<file path="src/rtl/trackball_step_gen.sv">
// Turns joystick directions and mouse deltas into Atari-style quadrature-ish trackball lines (dir + clock per axis).
// Latency: an edge on the first step tick after motion registers; a direction reversal delays that edge by one extra tick.
// No backpressure: inputs are accepted every cycle and pending motion saturates at +/-(2^(ACC_W-1)-1).
module trackball_step_gen #(
    parameter int STEP_DIV = 1000,
    parameter int JOY_DIV  = 4,
    parameter int ACC_W    = 10
) (
    input  logic       clk,
    input  logic       reset,
    input  logic       joy_up,
    input  logic       joy_down,
    input  logic       joy_left,
    input  logic       joy_right,
    input  logic [8:0] mouse_dx,
    input  logic [8:0] mouse_dy,
    input  logic       mouse_strobe,
    output logic       tb_hd,
    output logic       tb_hc,
    output logic       tb_vd,
    output logic       tb_vc
);
    localparam int CNT_W  = (STEP_DIV > 1) ? $clog2(STEP_DIV) : 1;
    localparam int JCNT_W = (JOY_DIV > 1) ? $clog2(JOY_DIV) : 1;
    localparam int SUM_W  = ACC_W + 2;
    localparam logic signed [SUM_W-1:0] ONE     = SUM_W'(1);
    localparam logic signed [SUM_W-1:0] ACC_MAX = SUM_W'(2 ** (ACC_W - 1) - 1);
    localparam logic signed [SUM_W-1:0] ACC_MIN = -ACC_MAX;

    typedef enum logic {
        IDLE  = 1'b0,
        SETUP = 1'b1
    } state_t;

    // Axis index 0 is horizontal, 1 is vertical.
    logic [CNT_W-1:0]        step_cnt;
    logic [JCNT_W-1:0]       jcount;
    logic                    tick;
    logic                    jtick;
    state_t                  state_q [2];
    state_t                  state_d [2];
    logic signed [ACC_W-1:0] acc_q [2];
    logic signed [ACC_W-1:0] acc_d [2];
    logic [1:0]              dir_q, dir_d;
    logic [1:0]              clk_q, clk_d;
    logic signed [SUM_W-1:0] joy_t [2];
    logic signed [SUM_W-1:0] mouse_t [2];

    assign tick  = (step_cnt == CNT_W'(STEP_DIV - 1));
    assign jtick = tick && (jcount == JCNT_W'(JOY_DIV - 1));

    // Free-running step tick divider and the slower joystick repeat divider.
    always_ff @(posedge clk) begin
        if (reset) begin
            step_cnt <= '0;
            jcount   <= '0;
        end else begin
            step_cnt <= tick ? '0 : step_cnt + CNT_W'(1);
            if (tick) begin
                jcount <= jtick ? '0 : jcount + JCNT_W'(1);
            end
        end
    end

    // Per-axis motion contributions for this cycle; opposing joystick directions cancel.
    always_comb begin
        joy_t[0] = '0;
        joy_t[1] = '0;
        if (jtick) begin
            if (joy_right && !joy_left) joy_t[0] = ONE;
            else if (joy_left && !joy_right) joy_t[0] = -ONE;
            if (joy_down && !joy_up) joy_t[1] = ONE;
            else if (joy_up && !joy_down) joy_t[1] = -ONE;
        end
        mouse_t[0] = mouse_strobe ? SUM_W'($signed(mouse_dx)) : '0;
        mouse_t[1] = mouse_strobe ? SUM_W'($signed(mouse_dy)) : '0;
    end

    // Axis FSMs and accumulator update; a direction change never shares a cycle with a clock edge.
    always_comb begin
        logic                    step_edge;
        logic                    acc_nz;
        logic                    acc_pos;
        logic signed [SUM_W-1:0] consume;
        logic signed [SUM_W-1:0] sum;
        dir_d = dir_q;
        clk_d = clk_q;
        for (int a = 0; a < 2; a++) begin
            state_d[a] = state_q[a];
            acc_d[a]   = acc_q[a];
            step_edge  = 1'b0;
            consume    = '0;
            acc_nz     = (acc_q[a] != '0);
            acc_pos    = acc_nz && !acc_q[a][ACC_W-1];
            if (tick) begin
                case (state_q[a])
                    IDLE: begin
                        if (acc_nz) begin
                            if (acc_pos == dir_q[a]) begin
                                step_edge = 1'b1;
                            end else begin
                                dir_d[a]   = acc_pos;
                                state_d[a] = SETUP;
                            end
                        end
                    end
                    SETUP: begin
                        // Motion that vanished or flipped sign while turning around takes no edge here.
                        state_d[a] = IDLE;
                        if (acc_nz && (acc_pos == dir_q[a])) step_edge = 1'b1;
                    end
                    default: state_d[a] = IDLE;
                endcase
            end
            if (step_edge) begin
                clk_d[a] = ~clk_q[a];
                consume  = acc_pos ? ONE : -ONE;
            end
            sum = SUM_W'(acc_q[a]) + joy_t[a] + mouse_t[a] - consume;
            if (sum > ACC_MAX) acc_d[a] = ACC_MAX[ACC_W-1:0];
            else if (sum < ACC_MIN) acc_d[a] = ACC_MIN[ACC_W-1:0];
            else acc_d[a] = sum[ACC_W-1:0];
        end
    end

    // State, accumulator and registered output lines.
    always_ff @(posedge clk) begin
        if (reset) begin
            for (int a = 0; a < 2; a++) begin
                state_q[a] <= IDLE;
                acc_q[a]   <= '0;
            end
            dir_q <= '0;
            clk_q <= '0;
        end else begin
            for (int a = 0; a < 2; a++) begin
                state_q[a] <= state_d[a];
                acc_q[a]   <= acc_d[a];
            end
            dir_q <= dir_d;
            clk_q <= clk_d;
        end
    end

    assign tb_hd = dir_q[0];
    assign tb_hc = clk_q[0];
    assign tb_vd = dir_q[1];
    assign tb_vc = clk_q[1];
endmodule

</file>
<file path="config.mk">
export PLATFORM = sky130hd
export DESIGN_NAME = trackball_step_gen
export DESIGN_NICKNAME = d
export VERILOG_FILES = /design/src/rtl/trackball_step_gen.sv
export SDC_FILE = /design/constraint.sdc
export NUM_CORES = 1
export LEC_CHECK = 0
export BUFFER_PORTS_ARGS = -buffer_cell sky130_fd_sc_hd__buf_2
export CAP_MARGIN = 10
export CORE_AREA = 2 2 83 85
export DETAILED_ROUTE_END_ITERATION = 10
export DIE_AREA = 0 0 85 87
export HOLD_SLACK_MARGIN = 0.03
export MAX_ROUTING_LAYER = met4
export PLACE_DENSITY = 0.78
export SLEW_MARGIN = 10
export SYNTH_ARGS = -nofsm -noshare
export SYNTH_HDL_FRONTEND = slang
export SYNTH_SLANG_ARGS = --single-unit
</file>
<file path="constraint.sdc">
create_clock -name clk -period 8.25 [get_ports clk]
set_input_delay 0.4125 -clock clk [delete_from_list [all_inputs] [get_ports clk]]
set_output_delay 0.4125 -clock clk [all_outputs]
set_load 0.005 [all_outputs]
</file>
==> metrics.md, run 1 <==
| Metric | Value |
|---|---|
| Post-route setup TNS | `0 ns` |
| Antenna-violating nets left | `0` |
| RR Startpoint | `step_cnt[0]$_SDFF_PP0_` |
| Worst-Skew Late Latency | `0.29 ns` |
| Crit Path Class | `reg2reg` |
| Total of max-cap violations | `0` |
| Number of synthesized flops with an enable pin | `0` |
| Worst Hold Path Cells | `2` |
| Synth top area cells | `dfxtp_1, fa_1, inv_1, ha_1, a21oi_1` |
| Post-route setup slack | `2.27 ns` |
| Die area | `7400 um^2` |
| Worst hold path startpoint | `state_q[0][1]$_SDFFE_PP0P_` |
| Achievable Freq | `167 MHz` |
| First-pass GRT wire length | `14,000 um` |
| Nets | `584` |
| Critical path data arrival time | `6.14 ns` |
| Area Overhead vs Synth | `7.97%` |
| Top-area cell type share of the netlist area | `19.9%` |
| Vias in the first global route | `3,107` |
| Via count | `3,157` |
| GRT Total Usage | `23.9%` |
| Post-synth top area cell | `dfxtp_1` |
| Clock Pin Slew Worst Setup and Hold Paths | `0.07 ns` |
| Cts repair resizes | `0` |
| Cell Area, Synth | `3810 um^2` |
| Fin. Hold Viols | `0` |
| CP max-delay cell | `fa_1` |
| Routed wire length | `7960 um` |
| Initial antenna violation count | `0` |
| Highest Signal Layer | `met4` |
| Placed cell count | `568` |
| Die Width | `85 um` |
| Outcome | `completed` |
| CTS buffer count | `5` |
| Setup Skew | `0.00477 ns` |
| Pre-antenna DRT Iters | `6` |
| Setup Buffers After CTS | `0` |
| DR iter-0 viols | `207` |
| YS warnings | `0` |
| Area of placed instances | `4020 um^2` |
| Metal-1 WL | `3890 um` |
| Peak per-stage delay on the critical path | `0.67 ns` |
| Post-DP HPWL | `6750 um` |
| Power density over the cells | `384 nW/um^2` |
| Height of the die | `87 um` |
| DRC errors left | `0` |
| Met3 wire length | `409 um` |
| R2R Setup Slk | `2.27 ns` |
| Largest net degree at the start of global routing | `27` |
| Final Max Slew Viols | `0` |
| #FFs+latches synth | `38` |
| N_diodes | `0` |
| H-tree depth | `2` |
| Synth cell types | `57` |
| Mapped Avg Cell Area | `8.15 um^2` |
| Clock Root Buffer | `clkbuf_8` |
| Slew headroom | `60.4%` |
| Critical-path cell list | `ha_1 -> nand4b_1 -> or3_1 -> a41o_1 -> nor2_1 -> nand2_1 -> fa_1 -> inv_1 -> fa_1 -> inv_1 -> ha_1 -> inv_1 -> fa_1 -> nor2b_4 -> o31ai_1 -> a211oi_1 -> o22a_1 -> or3_1 -> o32ai_1 -> a21oi_1` |
| Reg2reg end | `acc_q[0][0]$_SDFF_PP0_` |
| Startpoint Class | `flip-flop` |
| Core area | `6570 um^2` |
| CP Max Fanout | `8` |
| DR vias/cell | `5.48` |
| Clock sinks | `38` |
| Routability cong. | `0.914` |
| Crit path time final | `5.98 ns` |
| Per-cell routed wire length | `13.8 um` |
| Syn nets | `557` |
| Hold EP | `state_q[0][1]$_SDFFE_PP0P_` |
| Row Count | `30` |
| CTS max path bufs | `2` |
| Register-to-Register Path Depth | `20` |
| Design area | `4120 um^2` |
| Starting Density | `58.1%` |
| Critical path's top delay family | `adder cells` |
| Async S/R FF share, synth | `0%` |
| DR WL met2 | `3590 um` |
| Cell Count, Final, Fillers Out | `576` |
| Worst Hold Class | `reg2reg` |
| TritonCTS clock tree | `done` |
| RSZ-0062 raised after global routing | `false` |
| Ratio of cells with drive above 1 in the final layout | `8.87%` |
| Worst-margin pin slew | `0.588 ns` |
| Final setup fails | `0` |
| Register area share after synthesis | `19.9%` |
| Max rail drop VDD | `178 uV` |
| P_leak | `2.02 nW` |
| Post-synth top flop | `dfxtp_1` |
| # IOs | `29` |
| Pre-CTS WS | `2.29 ns` |
| CP Capture Type | `flip-flop` |
| # hold bufs at CTS | `0` |
| IO buf count | `28` |
| GR Overflow Total | `0` |
| Syn Inst Count | `468` |
| Worst Path Required | `8.41 ns` |
| CP Buf/Inv Count | `3` |
| Fin crit share | `72.4%` |
## per-layer routing
metal  vias to the layer above  GRT usage, %
met5                         -             -
met2                       102          37.1
li1                       1587             -
met3                        10          3.13
met1                      1458          34.2
met4                         0          3.90
## registers in the layout (all words and copies together), names as in the netlist
| register | count |
|---|---|
| acc_q | 20 |
| clk_q | 2 |
| dir_q | 2 |
| jcount | 2 |
| state_q | 2 |
| step_cnt | 10 |
## metrics by stage
| step | util, % | power [W] | hold slack [ns] |
|---|---|---|---|
| floorplan | - | 0.00120 | 0.430 |
| global placement | 61.2 | 0.00141 | 0.438 |
| detailed placement | 61.2 | 0.00143 | 0.448 |
| CTS | 62.7 | 0.00157 | 0.459 |
| global route | 62.7 | 0.00174 | 0.476 |
| finish | 62.7 | 0.00158 | 0.458 |
## cell usage after synthesis, types with 2 or more instances
| library cell | instances |
|---|---|
| o211ai_1 | 2 |
| and3_1 | 3 |
| inv_1 | 97 |
| o211a_1 | 3 |
| and2_1 | 14 |
| fa_1 | 38 |
| or3b_1 | 2 |
| a41o_1 | 2 |
| ha_1 | 26 |
| nand3b_1 | 2 |
| nand2_1 | 31 |
| o21a_1 | 4 |
| o21bai_1 | 2 |
| o31ai_1 | 4 |
| nor2b_1 | 3 |
| a21o_1 | 3 |
| nor4_1 | 6 |
| or2_2 | 2 |
| o21ai_0 | 23 |
| nand3_1 | 9 |
| dfxtp_1 | 38 |
| a21oi_1 | 29 |
| mux2i_1 | 3 |
| nor3_1 | 10 |
| or3_1 | 5 |
| xor2_1 | 7 |
| nand4_1 | 4 |
| a211oi_1 | 5 |
| clkbuf_1 | 6 |
| nor2_1 | 36 |
| xnor2_1 | 16 |
| o22ai_1 | 2 |
| nand2b_1 | 7 |
## tightest hold or removal path, stage by stage (launching register included)
cell and delay [ns]:
dfxtp_1 0.31, nand2_1 0.05, a21oi_1 0.05
## kinds of logic (layout without fill, tap and decap cells)
logic type / count (synthesis) / after routing / synth area share [%]
xor+xnor: 23 / 23 / 5.28
fa+ha+maj: 64 / 64 / 28.5
compound gates: 95 / 95 / 16.2
buf+inv: 105 / 133 / 10.4
simple gates: 140 / 140 / 19.0
flops: 38 / 38 / 19.9
mux: 3 / 3 / 0.787
## placed cells by master, fill, tap and decap left out, types with 9 or more instances in the layout
cell	count
a21oi_1	29
and2_1	14
buf_2	28
dfxtp_1	38
fa_1	38
ha_1	26
inv_1	97
nand2_1	31
nand3_1	9
nor2_1	36
nor3_1	10
o21ai_0	23
xnor2_1	16
## how the worst max path moves through the flow
stage                     cells after the start  slack [ns]                    from                       to
after floorplan                              21        3.13  step_cnt[0]$_SDFF_PP0_  acc_q[0][11]$_SDFF_PP0_
after global placement                       20        2.38  step_cnt[0]$_SDFF_PP0_   acc_q[0][0]$_SDFF_PP0_
after detailed placement                     20        2.29  step_cnt[0]$_SDFF_PP0_   acc_q[0][0]$_SDFF_PP0_
after CTS                                    20        2.26  step_cnt[0]$_SDFF_PP0_   acc_q[0][0]$_SDFF_PP0_
after global routing                         20        1.75  step_cnt[0]$_SDFF_PP0_   acc_q[0][7]$_SDFF_PP0_
final                                        20        2.27  step_cnt[0]$_SDFF_PP0_   acc_q[0][0]$_SDFF_PP0_
## power breakdown
part,internal (W),switching (W)
Combinational,0.000472,0.000710
Clock,0.0000671,0.0000663
Sequential,0.000236,0.0000310
Total,0.000775,0.000807
## area by class of cell
| type | count | area [um^2] |
|---|---|---|
| Clock buffer | 6 | 82.6 |
| Clock inverter | 2 | 12.5 |
| Fill cell | 570 | 2450 |
| Inverter | 97 | 364 |
| Multi-Input combinational cell | 325 | 2660 |
| Sequential cell | 38 | 761 |
| Tap cell | 80 | 100 |
| Timing Repair Buffer | 28 | 140 |
Note: power is estimated with default switching activity, not from simulation.
==> run 2, diff against run 1 <==
- ABC_AREA: unset -> 1
- CORE_AREA: 2 2 83 85 -> 2 2 88 90
- DIE_AREA: 0 0 85 87 -> 0 0 90 92
- PLACE_DENSITY: 0.78 -> 0.76
- clock period: 8.25 -> 4.9 ns (I/O delays scaled with it)
==> run 2 against run 1 <==
Non-clock buffer count up 4; clock skew down 0.0011 ns; largest cell class unchanged; routed wire length up 2.3%; flip-flop and latch count unchanged; register-to-register slack worse by 1.9 ns; sequential power up 66%; clock-buffer cell count up 1; global-route usage down 2.6 points; clock power up 67%.
==> metrics.md, run 2 <==
| Metric | Value |
|---|---|
| Outcome | `completed` |
| Post-synth top area cell | `dfxtp_1` |
| Cts repair resizes | `0` |
| Total of max-cap violations | `0` |
| Routed wire length | `8140 um` |
| Die Width | `90 um` |
| Starting Density | `53.2%` |
| DRC errors left | `0` |
| Setup Skew | `0.00365 ns` |
| Crit path time final | `4.52 ns` |
| CTS max path bufs | `2` |
| Initial antenna violation count | `0` |
| First-pass GRT wire length | `14,300 um` |
| Count leader, synth | `inv_1` |
| P_leak | `2.55 nW` |
| Per-cell routed wire length | `11.3 um` |
| Worst Path Required | `5.12 ns` |
| Largest regs | `acc_q (20), step_cnt (10)` |
| Ratio of cells with drive above 1 in the final layout | `10.8%` |
| Core area | `7450 um^2` |
| Achievable Freq | `221 MHz` |
| Syn nets | `673` |
| Fin crit share | `92.3%` |
| N_diodes | `0` |
| Worst Hold Path Cells | `2` |
| Register area share after synthesis | `19.2%` |
| CP Max Fanout | `6` |
| Final Max Slew Viols | `0` |
| Post-synth top flop | `dfxtp_1` |
| H-tree depth | `2` |
| Slew headroom | `49.4%` |
| Die area | `8280 um^2` |
| Synth cell types | `37` |
| Vias in the first global route | `3,351` |
| Critical path data arrival time | `4.75 ns` |
| Cell Area, Synth | `3960 um^2` |
| Placed cell count | `713` |
| Worst-margin pin slew | `0.755 ns` |
| Cell Count, Final, Fillers Out | `721` |
| FILL cells | `715` |
| Clock sinks | `38` |
| Number of synthesized flops with an enable pin | `0` |
| Power density over the cells | `595 nW/um^2` |
| Via count | `3,452` |
| Core Util, Final | `58.2%` |
| Max reg flops | `20` |
| Max rail drop VDD | `212 uV` |
| Routability cong. | `0.913` |
| Commonest cells in the netlist | `inv_1, nand2_1, nor2_1, nand3_1` |
| Antenna-violating nets left | `0` |
| Top-area cell type share of the netlist area | `19.2%` |
| Synth top area cells | `dfxtp_1, fa_1, inv_1, nand2_1, ha_1` |
| RSZ-0062 raised after global routing | `false` |
| Syn Inst Count | `584` |
| Area Overhead vs Synth | `9.35%` |
| Clock Root Buffer | `clkbuf_8` |
| TritonCTS clock tree | `done` |
| DR iter-0 viols | `229` |
| #FFs+latches synth | `38` |
| Setup Buffers After CTS | `0` |
| R2R Setup Slk | `0.38 ns` |
| Leading cell type in the layout, fill and taps excluded | `inv_1` |
| GR Overflow Total | `0` |
| Post-DP HPWL | `6910 um` |
| Pre-antenna DRT Iters | `5` |
| Crit Path Class | `reg2reg` |
| Worst Hold Class | `in2reg` |
| Clock Pin Slew Worst Setup and Hold Paths | `0.07 ns` |
| YS warnings | `0` |
| DR vias/cell | `4.79` |
| Largest net degree at the start of global routing | `28` |
| Row Count | `32` |
| Most flop-heavy register | `acc_q` |
| Async S/R FF share, synth | `0%` |
| Mapped Avg Cell Area | `6.78 um^2` |
| Worst-Skew Late Latency | `0.29 ns` |
| Nets | `707` |
| Post-route setup TNS | `0 ns` |
| Register-to-Register Path Depth | `26` |
| Fin. Hold Viols | `0` |
| Final setup fails | `0` |
| # IOs | `29` |
| GRT Total Usage | `21.3%` |
| # hold bufs at CTS | `0` |
| IO buf count | `28` |
| Worst hold slack | `0.252 ns` |
| Startpoint Class | `flip-flop` |
| Height of the die | `92 um` |
| CTS buffer count | `5` |
| CP Capture Type | `flip-flop` |
| Commonest non-fill, non-tap cells in the layout | `inv_1, nand2_1, nor2_1, nand3_1` |
## run 2: worst paths after layout
path                          start                       to
min                           reset  acc_q[0][10]$_SDFF_PP0_
min reg2reg  step_cnt[0]$_SDFF_PP0_   step_cnt[0]$_SDFF_PP0_
max          step_cnt[0]$_SDFF_PP0_  acc_q[0][17]$_SDFF_PP0_
max reg2reg  step_cnt[0]$_SDFF_PP0_  acc_q[0][17]$_SDFF_PP0_
## run 2: cell type report
class / count / area (um^2) / area share, %
clock buffer: 7 / 86.3 / 1.99
clock inverter: 1 / 5.00 / 0.116
sequential: 38 / 761 / 17.6
timing repair buffer: 32 / 170 / 3.93
multi-input combinational: 375 / 2550 / 59.0
inverter: 166 / 628 / 14.5
tap: 102 / 128 / 2.95
## run 2: cell families (layout without fill, tap and decap cells)
logic type,count (synthesis),count (layout),share of synthesized area [%]
fa+ha+maj,64,64,27.4
xor+xnor,9,9,2.18
compound gates,26,26,4.26
flops,38,38,19.2
buf+inv,171,206,16.3
simple gates,276,276,30.6
## run 2: worst max-delay path, stage by stage, from the launching register on
cell      delay [ns]
dfxtp_1         0.36
ha_1            0.18
nand2_1         0.08
nor4_2          0.16
nand2_2         0.15
clkinv_4        0.09
nand2_1         0.07
clkinv_1        0.07
nand3_2         0.09
inv_2           0.08
nand2_1         0.14
fa_1            0.58
inv_1           0.06
fa_1            0.44
inv_1           0.09
ha_1            0.24
inv_1           0.08
fa_1            0.41
inv_1           0.10
nand3_1         0.09
nand2_1         0.10
nand2_1         0.06
nand2_2         0.07
nand2_1         0.09
a21oi_4         0.22
nand3_1         0.23
nand2_1         0.15
## run 2: power by group
part	total [W]	switching, W	internal, W
combinational	0.00191	0.00122	0.000690
sequential	0.000443	0.0000408	0.000402
clock	0.000222	0.000108	0.000114
## run 2: routing by layer
metal | wire length, um | global-route usage [%] | part of all wire (%)
met5 | 0 | - | 0
met4 | 61 | 3.59 | 0.75
met3 | 408 | 2.63 | 5.0
met2 | 3700 | 34.8 | 45
met1 | 3970 | 29.2 | 49
## run 2: through the flow
step | total power [W] | area, um^2 | worst slack, ns
CTS | 0.00256 | 4330 | 0.384
global route | 0.00288 | 4330 | 0.0228
detailed placement | 0.00234 | 4240 | 0.427
global placement | 0.00227 | 4240 | 0.531
floorplan | 0.00196 | 3960 | 0.727
finish | 0.00258 | 4330 | 0.377
==> run 3, diff against run 2 <==
- CORE_AREA: 2 2 88 90 -> 2 2 85 87
- DIE_AREA: 0 0 90 92 -> 0 0 87 89
- PLACE_DENSITY: 0.76 -> 0.77
- clock period: 4.9 -> 5.1 ns (I/O delays scaled with it)
==> run 3 against run 2 <==
First-iteration DRC count grew 14%; combinational power shrank 5%; largest power group unchanged; via count shrank 1.9%.
==> metrics.md, run 3 (synthesis gave the netlist of run 2 again) <==
| Metric | Value |
|---|---|
| Fin. Hold Viols | `0` |
| Outcome | `completed` |
| Design area | `4310 um^2` |
| Post-DP HPWL | `6860 um` |
| Largest regs | `acc_q (20), step_cnt (10)` |
| CP Capture Type | `flip-flop` |
| # IOs | `29` |
| Internal power | `0.00119 W` |
| # hold bufs at CTS | `0` |
| IO buf count | `28` |
| Startpoint Class | `flip-flop` |
| R2R Setup Slk | `0.56 ns` |
| Row Count | `30` |
| Post-route setup TNS | `0 ns` |
| Starting Density | `59.0%` |
| DR vias/cell | `4.85` |
| Ratio of cells with drive above 1 in the final layout | `10.8%` |
| Final Max Slew Viols | `0` |
| Setup Skew | `0.00985 ns` |
| Worst-Skew Late Latency | `0.30 ns` |
| Power density over the cells | `580 nW/um^2` |
| GR Overflow Total | `0` |
| Setup Buffers After CTS | `0` |
| Die area | `7740 um^2` |
| Worst Hold Class | `in2reg` |
| Worst hold path startpoint | `reset` |
| Leading cell type in the layout, fill and taps excluded | `inv_1` |
| Worst-margin pin slew | `0.738 ns` |
| CP max-delay cell | `fa_1` |
| Most flop-heavy register | `acc_q` |
| CTS buffer count | `5` |
| Per-cell routed wire length | `11.8 um` |
| Worst Path Required | `5.33 ns` |
| Crit path time final | `4.54 ns` |
| Worst Hold Path Cells | `2` |
| N_diodes | `0` |
| Max rail drop VDD | `234 uV` |
| P_leak | `2.55 nW` |
| Multi-input logic area | `2550 um^2` |
| Clock sinks | `38` |
| Largest net degree at the start of global routing | `28` |
| Nets | `706` |
| Area of placed instances | `4210 um^2` |
| CP dominant cell by count | `nand2_1` |
| FILL cells | `631` |
| Antenna-violating nets left | `0` |
| Hold EP | `acc_q[0][0]$_SDFF_PP0_` |
| Via count | `3,388` |
| Initial antenna violation count | `0` |
| DR iter-0 viols | `261` |
| Cts repair resizes | `0` |
| Slew headroom | `50.5%` |
| Critical path data arrival time | `4.76 ns` |
| Final setup fails | `0` |
| Vias in the first global route | `3,305` |
| Combinational fraction of design power | `72.6%` |
| H-tree depth | `2` |
| Core area | `6720 um^2` |
| Peak per-stage delay on the critical path | `0.62 ns` |
| CP Buf/Inv Count | `6` |
| Die Width | `87 um` |
| Net Sw Power | `0.00131 W` |
| Reg power frac | `17.1%` |
| Sw Ratio | `52.2%` |
| CP Max Fanout | `8` |
| Area Overhead vs Synth | `8.91%` |
| Clock Root Buffer | `clkbuf_8` |
| Max reg flops | `20` |
| Fin crit share | `88.9%` |
| Reg2reg end | `acc_q[0][7]$_SDFF_PP0_` |
| GRT Total Usage | `24.1%` |
| RSZ-0062 raised after global routing | `false` |
| TritonCTS clock tree | `done` |
| Clk pwr share | `10.3%` |
| Crit Path Class | `reg2reg` |
| Total of max-cap violations | `0` |
| RR Startpoint | `step_cnt[0]$_SDFF_PP0_` |
| Pre-antenna DRT Iters | `5` |
| Routed wire length | `8220 um` |
| Clock Pin Slew Worst Setup and Hold Paths | `0.08 ns` |
| Register area | `761 um^2` |
| Height of the die | `89 um` |
| Achievable Freq | `220 MHz` |
| First-pass GRT wire length | `14,400 um` |
| Register-to-Register Path Depth | `26` |
| Critical path's top delay family | `adder cells` |
| CTS max path bufs | `2` |
| DRC errors left | `0` |
| Commonest non-fill, non-tap cells in the layout | `inv_1, nand2_1, nor2_1, nand3_1` |
| Routability cong. | `0.951` |
==> run 3: worst max-delay path by stage <==
stage,startpoint,endpoint,depth (start not counted)
4_1_cts,step_cnt[0]$_SDFF_PP0_,acc_q[0][7]$_SDFF_PP0_,23
3_5_place_dp,step_cnt[0]$_SDFF_PP0_,acc_q[0][6]$_SDFF_PP0_,23
2_1_floorplan,step_cnt[0]$_SDFF_PP0_,acc_q[0][10]$_SDFF_PP0_,27
6_report,step_cnt[0]$_SDFF_PP0_,acc_q[0][7]$_SDFF_PP0_,26
5_1_grt,step_cnt[0]$_SDFF_PP0_,acc_q[0][7]$_SDFF_PP0_,23
3_3_place_gp,step_cnt[0]$_SDFF_PP0_,acc_q[0][8]$_SDFF_PP0_,23
==> run 3: routing by layer <==
| metal | track usage, % | vias up | part of all wire (%) |
|---|---|---|---|
| met5 | - | - | 0 |
| met4 | 4.12 | 0 | 1.1 |
| met3 | 3.79 | 12 | 4.9 |
| met2 | 38.4 | 94 | 45 |
| met1 | 33.2 | 1499 | 49 |
| li1 | - | 1783 | - |
==> run 3: worst register-to-register path, cell delays in order, from the launching register on <==
cell and delay, ns:
dfxtp_1 0.36, ha_1 0.17, nand2_1 0.08, nor4_2 0.16, nand2_2 0.16, clkinv_4 0.09, o21ai_2 0.08, nor2_4 0.15
nand2_1 0.28, fa_1 0.62, inv_1 0.05, fa_1 0.44, inv_1 0.06, ha_1 0.22, inv_1 0.07, fa_1 0.40
inv_1 0.09, nand3_1 0.08, nand2_2 0.10, nand2_1 0.05, nand2_1 0.09, nand2_1 0.10, a21oi_4 0.20, inv_2 0.07
nand2_4 0.12, nand3_1 0.08, nand2_1 0.09
==> run 3: cell type report <==
cell class | count | area share [%]
clock inverter | 3 | 0.928
timing repair buffer | 31 | 3.77
multi-input combinational | 375 | 59.2
clock buffer | 5 | 1.60
inverter | 166 | 14.6
sequential | 38 | 17.6
tap | 80 | 2.32
==> run 3: power by group through the flow <==
stage	clock (W)	combinational, W	sequential [W]
finish	0.000257	0.00182	0.000427
global route	0.000272	0.00211	0.000436
CTS	0.000260	0.00180	0.000427
detailed placement	0	0.00179	0.000434
global placement	0	0.00175	0.000433
floorplan	0	0.00146	0.000421
==> run 3: per-stage QoR <==
step	setup WS, ns	util, %	instances	total power [W]	hold slack, ns
2_1_floorplan	0.927	-	584	0.00188	0.418
4_1_cts	0.527	64.2	698	0.00249	0.255
3_5_place_dp	0.555	62.6	690	0.00222	0.450
3_3_place_gp	0.652	62.6	690	0.00219	0.429
6_report	0.565	64.2	698	0.00250	0.260
5_1_grt	0.0583	64.2	698	0.00282	0.259
